--- config.mk ---
export PLATFORM = sky130hd
export DESIGN_NAME = traffic_lamp_monitor
export DESIGN_NICKNAME = d
export VERILOG_FILES = /design/src/rtl/traffic_pkg.sv /design/src/rtl/lamp_flasher.sv /design/src/rtl/traffic_lamp_monitor.sv
export SDC_FILE = /design/constraint.sdc
export NUM_CORES = 1
export LEC_CHECK = 0
export CAP_MARGIN = 15
export CORE_UTILIZATION = 47
export DETAILED_ROUTE_END_ITERATION = 7
export PLACE_DENSITY_LB_ADDON = 0.2
export SLEW_MARGIN = 20
export SYNTH_ARGS = -nofsm -noshare
export SYNTH_HDL_FRONTEND = slang
export SYNTH_SLANG_ARGS = --single-unit
--- constraint.sdc ---
create_clock -name clk -period 1.87 [get_ports clk]
set_input_delay 0.374 -clock clk [delete_from_list [all_inputs] [get_ports clk]]
set_output_delay 0.374 -clock clk [all_outputs]
set_load 0.005 [all_outputs]
--- src/rtl/traffic_pkg.sv ---
// Shared light codes, monitor state and fault-cause encodings for the intersection.
// Latency: none, types and pure functions only.
// Backpressure: not applicable.
package traffic_pkg;

  localparam logic [2:0] LIGHT_OFF   = 3'b000;
  localparam logic [2:0] LIGHT_GREEN = 3'b001;
  localparam logic [2:0] LIGHT_AMBER = 3'b010;
  localparam logic [2:0] LIGHT_RED   = 3'b100;

  typedef enum logic [1:0] {
    ST_NORMAL  = 2'b00,
    ST_SUSPECT = 2'b01,
    ST_FLASH   = 2'b10,
    ST_ALLRED  = 2'b11
  } mon_state_t;

  typedef enum logic [1:0] {
    FC_NONE     = 2'b00,
    FC_CONFLICT = 2'b01,
    FC_ILLEGAL  = 2'b10,
    FC_STUCK    = 2'b11
  } fault_code_t;

  // One light code per approach: main 1, main turn, main 2, side street.
  typedef struct packed {
    logic [2:0] m1;
    logic [2:0] mt;
    logic [2:0] m2;
    logic [2:0] s;
  } lamps_t;

  localparam lamps_t LAMPS_ALL_RED = '{m1: LIGHT_RED, mt: LIGHT_RED, m2: LIGHT_RED, s: LIGHT_RED};

  function automatic logic is_one_hot(input logic [2:0] code);
    return (code == LIGHT_GREEN) || (code == LIGHT_AMBER) || (code == LIGHT_RED);
  endfunction

  // Side street against any main approach, or turn lane against main 2.
  function automatic logic has_conflict(input lamps_t l);
    return ((l.s != LIGHT_RED) && ((l.m1 != LIGHT_RED) || (l.mt != LIGHT_RED) || (l.m2 != LIGHT_RED)))
        || ((l.mt != LIGHT_RED) && (l.m2 != LIGHT_RED));
  endfunction

  // Fail-safe display: mains flash amber, side street flashes red.
  function automatic lamps_t flash_lamps(input logic lit);
    lamps_t l;
    l.m1 = lit ? LIGHT_AMBER : LIGHT_OFF;
    l.mt = lit ? LIGHT_AMBER : LIGHT_OFF;
    l.m2 = lit ? LIGHT_AMBER : LIGHT_OFF;
    l.s  = lit ? LIGHT_RED   : LIGHT_OFF;
    return l;
  endfunction

endpackage

--- src/rtl/lamp_flasher.sv ---
// Half-period counter and phase toggle driving the fail-safe flash pattern.
// Latency: lit_next is the phase the lamp register should present in the following cycle.
// Backpressure: none; counts every cycle while en is high, parks lit with counter 0 otherwise.
module lamp_flasher #(
  parameter int HALF = 4
) (
  input  logic clk,
  input  logic rst,
  input  logic en,
  output logic lit_next
);

  localparam int CNT_W = (HALF > 1) ? $clog2(HALF) : 1;
  localparam logic [CNT_W-1:0] CNT_LAST = CNT_W'(HALF - 1);

  logic [CNT_W-1:0] cnt_q;
  logic             lit_q;
  logic             wrap;

  assign wrap     = (cnt_q == CNT_LAST);
  assign lit_next = en ? (wrap ? ~lit_q : lit_q) : 1'b1;

  // Count cycles within a half period and flip the phase at each boundary.
  always_ff @(posedge clk) begin
    if (rst || !en) begin
      cnt_q <= '0;
      lit_q <= 1'b1;
    end else if (wrap) begin
      cnt_q <= '0;
      lit_q <= ~lit_q;
    end else begin
      cnt_q <= cnt_q + CNT_W'(1);
    end
  end

endmodule

--- src/rtl/traffic_lamp_monitor.sv ---
// Conflict/illegal/stuck monitor between phase controller and lamp drivers, with fail-safe flash.
// Latency: lamps and status are registered, one cycle after the inputs they respond to.
// Backpressure: none; inputs are sampled every cycle.
module traffic_lamp_monitor
  import traffic_pkg::*;
#(
  parameter int MAX_HOLD   = 12,
  parameter int FLASH_HALF = 4,
  parameter int ALLRED_CYC = 3,
  parameter int CLEAN_CYC  = 8
) (
  input  logic       clk,
  input  logic       rst,
  input  logic [2:0] in_M1,
  input  logic [2:0] in_MT,
  input  logic [2:0] in_M2,
  input  logic [2:0] in_S,
  input  logic       fault_clr,
  output logic [2:0] lamp_M1,
  output logic [2:0] lamp_MT,
  output logic [2:0] lamp_M2,
  output logic [2:0] lamp_S,
  output logic       fault,
  output logic [1:0] fault_code,
  output logic [1:0] mon_state
);

  localparam int HOLD_W   = (MAX_HOLD > 0) ? $clog2(MAX_HOLD + 1) : 1;
  localparam int CLEAN_W  = (CLEAN_CYC > 0) ? $clog2(CLEAN_CYC + 1) : 1;
  localparam int ALLRED_W = (ALLRED_CYC > 1) ? $clog2(ALLRED_CYC) : 1;

  localparam logic [HOLD_W-1:0]   HOLD_SAT    = HOLD_W'(MAX_HOLD);
  localparam logic [CLEAN_W-1:0]  CLEAN_SAT   = CLEAN_W'(CLEAN_CYC);
  localparam logic [ALLRED_W-1:0] ALLRED_LAST = ALLRED_W'(ALLRED_CYC - 1);

  lamps_t               in_l;
  lamps_t               prev_q;
  logic                 seen_q;
  logic [HOLD_W-1:0]    hold_q;
  logic [HOLD_W-1:0]    hold_now;
  logic [CLEAN_W-1:0]   clean_q;
  logic [CLEAN_W-1:0]   clean_now;
  logic                 conflict_now;
  logic                 illegal_now;
  logic                 stuck_now;
  logic                 raw_fault;
  fault_code_t          raw_code;

  mon_state_t           state_q;
  fault_code_t          code_q;
  lamps_t               lamp_q;
  logic                 fault_q;
  logic [ALLRED_W-1:0]  allred_q;
  logic                 flash_en;
  logic                 flash_lit;

  assign in_l = {in_M1, in_MT, in_M2, in_S};

  // Classify the current inputs; hold_now counts cycles the vector has repeated,
  // so a value present for MAX_HOLD+1 cycles in a row is flagged stuck.
  always_comb begin
    conflict_now = has_conflict(in_l);
    illegal_now  = !(is_one_hot(in_l.m1) && is_one_hot(in_l.mt)
                     && is_one_hot(in_l.m2) && is_one_hot(in_l.s));
    hold_now = '0;
    if (seen_q && (in_l == prev_q)) begin
      hold_now = (hold_q == HOLD_SAT) ? hold_q : hold_q + HOLD_W'(1);
    end
    stuck_now = (hold_now >= HOLD_SAT);
    raw_fault = conflict_now || illegal_now || stuck_now;
    raw_code  = FC_NONE;
    if (conflict_now) begin
      raw_code = FC_CONFLICT;
    end else if (illegal_now) begin
      raw_code = FC_ILLEGAL;
    end else if (stuck_now) begin
      raw_code = FC_STUCK;
    end
    clean_now = '0;
    if (!raw_fault) begin
      clean_now = (clean_q == CLEAN_SAT) ? clean_q : clean_q + CLEAN_W'(1);
    end
  end

  // Remember the last input vector plus the repeat and fault-free run lengths.
  always_ff @(posedge clk) begin
    if (rst) begin
      prev_q  <= '0;
      seen_q  <= 1'b0;
      hold_q  <= '0;
      clean_q <= '0;
    end else begin
      prev_q  <= in_l;
      seen_q  <= 1'b1;
      hold_q  <= hold_now;
      clean_q <= clean_now;
    end
  end

  assign flash_en = (state_q == ST_FLASH);

  lamp_flasher #(
    .HALF(FLASH_HALF)
  ) u_flasher (
    .clk      (clk),
    .rst      (rst),
    .en       (flash_en),
    .lit_next (flash_lit)
  );

  // Monitor FSM; lamps are loaded with the pattern of the state being entered,
  // so faulty inputs never reach the lamps and fault rises from the first flash cycle.
  always_ff @(posedge clk) begin
    if (rst) begin
      state_q  <= ST_NORMAL;
      code_q   <= FC_NONE;
      lamp_q   <= LAMPS_ALL_RED;
      fault_q  <= 1'b0;
      allred_q <= '0;
    end else begin
      case (state_q)
        ST_NORMAL: begin
          if (raw_fault) begin
            state_q <= ST_SUSPECT;
            lamp_q  <= LAMPS_ALL_RED;
          end else begin
            lamp_q  <= in_l;
          end
        end
        ST_SUSPECT: begin
          if (raw_fault) begin
            state_q <= ST_FLASH;
            code_q  <= raw_code;
            fault_q <= 1'b1;
            lamp_q  <= flash_lamps(1'b1);
          end else begin
            state_q <= ST_NORMAL;
            lamp_q  <= in_l;
          end
        end
        ST_FLASH: begin
          if (fault_clr && (clean_now >= CLEAN_SAT)) begin
            state_q  <= ST_ALLRED;
            allred_q <= '0;
            lamp_q   <= LAMPS_ALL_RED;
          end else begin
            lamp_q   <= flash_lamps(flash_lit);
          end
        end
        ST_ALLRED: begin
          if (raw_fault) begin
            state_q <= ST_FLASH;
            code_q  <= raw_code;
            lamp_q  <= flash_lamps(1'b1);
          end else if (allred_q == ALLRED_LAST) begin
            state_q <= ST_NORMAL;
            code_q  <= FC_NONE;
            fault_q <= 1'b0;
            lamp_q  <= in_l;
          end else begin
            allred_q <= allred_q + ALLRED_W'(1);
            lamp_q   <= LAMPS_ALL_RED;
          end
        end
        default: begin
          state_q <= ST_NORMAL;
          lamp_q  <= LAMPS_ALL_RED;
        end
      endcase
    end
  end

  assign lamp_M1    = lamp_q.m1;
  assign lamp_MT    = lamp_q.mt;
  assign lamp_M2    = lamp_q.m2;
  assign lamp_S     = lamp_q.s;
  assign fault      = fault_q;
  assign fault_code = code_q;
  assign mon_state  = state_q;

endmodule

==> results.toml <==
[clock_tree]
htree_levels = 2
clock_sinks = 43
holdBufCountCts = 0
insertion_delay_ps = 290
path_clk_slew_ps = 80
clockRootBuffer = "clkbuf_8"
tritoncts = "built"
cts_buffers = 5
clockBufferDepth = 2

[finish]
mostFrequentLayoutCell = "dfxtp_1"
fin_nets = 313
final_util_pct = 76.0
drive_above_1_share_pct = 37.2
area_growth_pct = 55.7
fin_cells = 343
diodes = 0
layout_common_cells = "dfxtp_1 (37), buf_4 (36), clkdlybuf4s50_1 (19), nor2_1 (16)"

[run_status]
violations = "setup timing"
outcome = "complete, but fails checks"

[floorplan]
die_w_um = 66.5
core_area_sq_um = 4000
rows = 23
die_h_um = 66.5
io_pins = 32
dieArea_sq_um = 4420
start_util_pct = 48.8

[power_and_ir_drop]
pwr-share-comb_pct = 16.5
power_density_nw_per_um2 = 682
ir_drop_uv = 613
swShare_pct = 23.8
finalPower_mw = 2.07
internal_power_mw = 1.58
p_sw_mw = 0.494
p_seq_share_pct = 47.6
p_leak_nw = 1.19
clockPowerShare_pct = 35.9

[placed_design]
io_buffers = 31
placed_cells = 322
dp_hpwl_um = 3360
place_congestion = 0.918
pre_cts_ws_ps = -849

[route]
vias = 1788
drt_pass1_iterations = 4
drc = 0
drt_iter0_drc = 59
wl_um = 5150
wl_per_cell_um = 15.0
avgViaCountPerCell = 5.21
ant_nets = 0

[worst_setup_path]
worstRegToRegCells = 6
required_ps = 2060
regToRegSetupSlack_ps = -230
cp-start-kind = "input port"
critPathBufInv = 1
crit_chain = "clkdlybuf4s15_1 -> xnor2_1 -> nand4_1 -> or4_4 -> o211ai_4 -> a211oi_1 -> and2_1"
worstPathArrival_ps = 2290
slowest_delay_ps = 590
r2r_end = "lamp_M1[0]"
endpoint_kind = "flop"
path_delay_family = "simple AND/OR/NAND/NOR gates"
timing.rr.start = "prev_q[9]"
critical_path_class = "in -> reg"
cp_slowest_cell = "or4_4"
path_max_fanout = 6

[yosys]
synthSimpleGateAreaFrac_pct = 25.2
yosys-mux-area-fraction_pct = 0.512
synth.yosys.seq_area_share_pct = 44.1
syn_inst = 213
synth_compound_area_share_pct = 14.7
ys_warn_count = 0
synth_fa_ha_area_share_pct = 3.84
syn-num-nets = 234
yosys.area_share.xor_xnor_pct = 8.52
synth_cell_types = 42
synth_area_per_cell_sq_um = 9.17
ys_ff_latch = 43
synth_top_family_by_area = "simple AND/OR/NAND/NOR gates"
syn_area_sq_um = 1950

[sta]
setup_ws_ps = -229
period_needed_ps = 2100
grt_setup_unrepaired = "true"
setup_violations = 22
slew_violations = 0
hold_viol_final = 0
max_clock_freq_mhz = 477
fin_crit_sh_pct = 112
slew_headroom_pct = 60.2
tightest_slew_ps = 594
worst_clock_skew_ps = 7.27

[grt]
grt_pass1_wl_um = 7470
antenna_found_initial = 0
grt_max_degree = 16
grt_pass1_vias = 1632
globalRoute.totalOverflow = 0
grt_usage_pct = 23.2

[job]
drv_cap = 0

[worst_hold_path]
whs_path_depth = 2
holdPathEnd = "prev_q[11]"
hp-class = "in -> reg"
holdCritStartpoint = "in_M1[2]"
-- sequential cells by signal (all words and copies together) (netlist names), named ones only --
name             cells
lamp_M1              3
mon_state            1
allred_q             2
lamp_M2              3
fault                1
hold_q               4
u_flasher.cnt_q      2
seen_q               1
lamp_MT              3
clean_q              4
u_flasher.lit_q      1
fault_code           2
prev_q              12
lamp_S               3
-- through the flow --
step | setup TNS (ps) | area (sq um) | hold slack (ps)
4_1_cts | -1650 | 2890 | 415
2_1_floorplan | 0 | 1980 | 407
3_3_place_gp | -19550 | 2590 | 419
6_report | -3520 | 3040 | 432
3_5_place_dp | -19660 | 2590 | 421
5_1_grt | -5730 | 3040 | 422
-- final cells by class --
cell class / count / area, sq um
clock buffers: 6 / 82.6
clock inverters: 2 / 35.0
fillers: 273 / 960
inverters: 9 / 33.8
multi-input cells: 154 / 1250
flip-flops and latches: 43 / 868
well taps: 50 / 62.6
repair buffers: 79 / 707
-- power by group through the flow --
stage               logic (mW)  clock network, mW  registers [mW]
floorplan                0.136                  0           0.995
global placement         0.287                  0            1.00
detailed placement       0.289                  0            1.00
CTS                      0.322              0.755           0.986
global route             0.368              0.788           0.991
finish                   0.341              0.744           0.987
-- cells by family after synthesis --
family	after synthesis
AOI/OAI and AO/OA	41
xor gates and xnor gates	19
DFF	43
adders and majority gates	6
muxes	1
and+or+nand+nor	87
buffers and inverters	16
-- cells in the mapped netlist --
| cell | instances | area [sq um] |
|---|---|---|
| nand4_1 | 4 | 25.0 |
| inv_1 | 9 | 33.8 |
| a221oi_1 | 1 | 8.76 |
| o2111ai_1 | 1 | 8.76 |
| a21oi_1 | 8 | 40.0 |
| dfxtp_1 | 43 | 861 |
| a22oi_1 | 3 | 22.5 |
| nor2_1 | 18 | 67.6 |
| nor4_4 | 1 | 21.3 |
| a21o_1 | 3 | 22.5 |
| mux2i_1 | 1 | 10.0 |
| or4_1 | 2 | 15.0 |
| or3_1 | 5 | 31.3 |
| nand4b_1 | 1 | 8.76 |
| buf_2 | 1 | 5.00 |
| and3_1 | 3 | 18.8 |
| xnor2_1 | 14 | 123 |
| xor2_1 | 5 | 43.8 |
| nand3_1 | 6 | 30.0 |
| a211o_1 | 1 | 8.76 |
| nand3b_1 | 1 | 7.51 |
| a22o_1 | 1 | 8.76 |
| o31ai_1 | 1 | 7.51 |
| nor4_1 | 2 | 12.5 |
| nor3b_1 | 4 | 30.0 |
| o211a_1 | 1 | 10.0 |
| a211oi_1 | 2 | 15.0 |
| o211ai_1 | 4 | 30.0 |
| nand2_1 | 11 | 41.3 |
| nor3_1 | 4 | 20.0 |
| o21ai_0 | 9 | 45.0 |
| o41ai_1 | 1 | 8.76 |
| nor4b_1 | 1 | 8.76 |
| a31oi_1 | 3 | 18.8 |
| o311a_1 | 1 | 10.0 |
| or4_4 | 1 | 11.3 |
| clkbuf_1 | 6 | 22.5 |
| o211ai_4 | 1 | 21.3 |
| nor2b_1 | 15 | 93.8 |
| and2_1 | 6 | 37.5 |
| nand2b_1 | 2 | 12.5 |
| ha_1 | 6 | 75.1 |
-- worst max path at each step --
stage,cells after the start,startpoint,slack [ps],end
6_report,7,in_M1[0],-230,lamp_M1[0]
5_1_grt,6,prev_q[9],-330,lamp_S[1]
4_1_cts,9,in_M2[1],-150,allred_q[0]
3_5_place_dp,7,in_M1[2],-850,lamp_M1[1]
3_3_place_gp,9,in_MT[1],-810,allred_q[1]
2_1_floorplan,6,in_MT[2],0.01,lamp_M1[2]
-- metal layers --
metal	track usage, %	up-vias	wire [um]
li1	-	901	-
met1	27.4	831	2250
met2	39.8	46	2600
met3	5.14	10	181
met4	10.1	0	122
met5	0	-	0
-- timing repair --
action | in CTS | in global routing
setup endpoints to repair | 27 | 28
pin swaps | 20 | 19
setup buffers | 10 | 4
gates resized for setup | 78 | 28
Power figures use the tool's default switching activity.
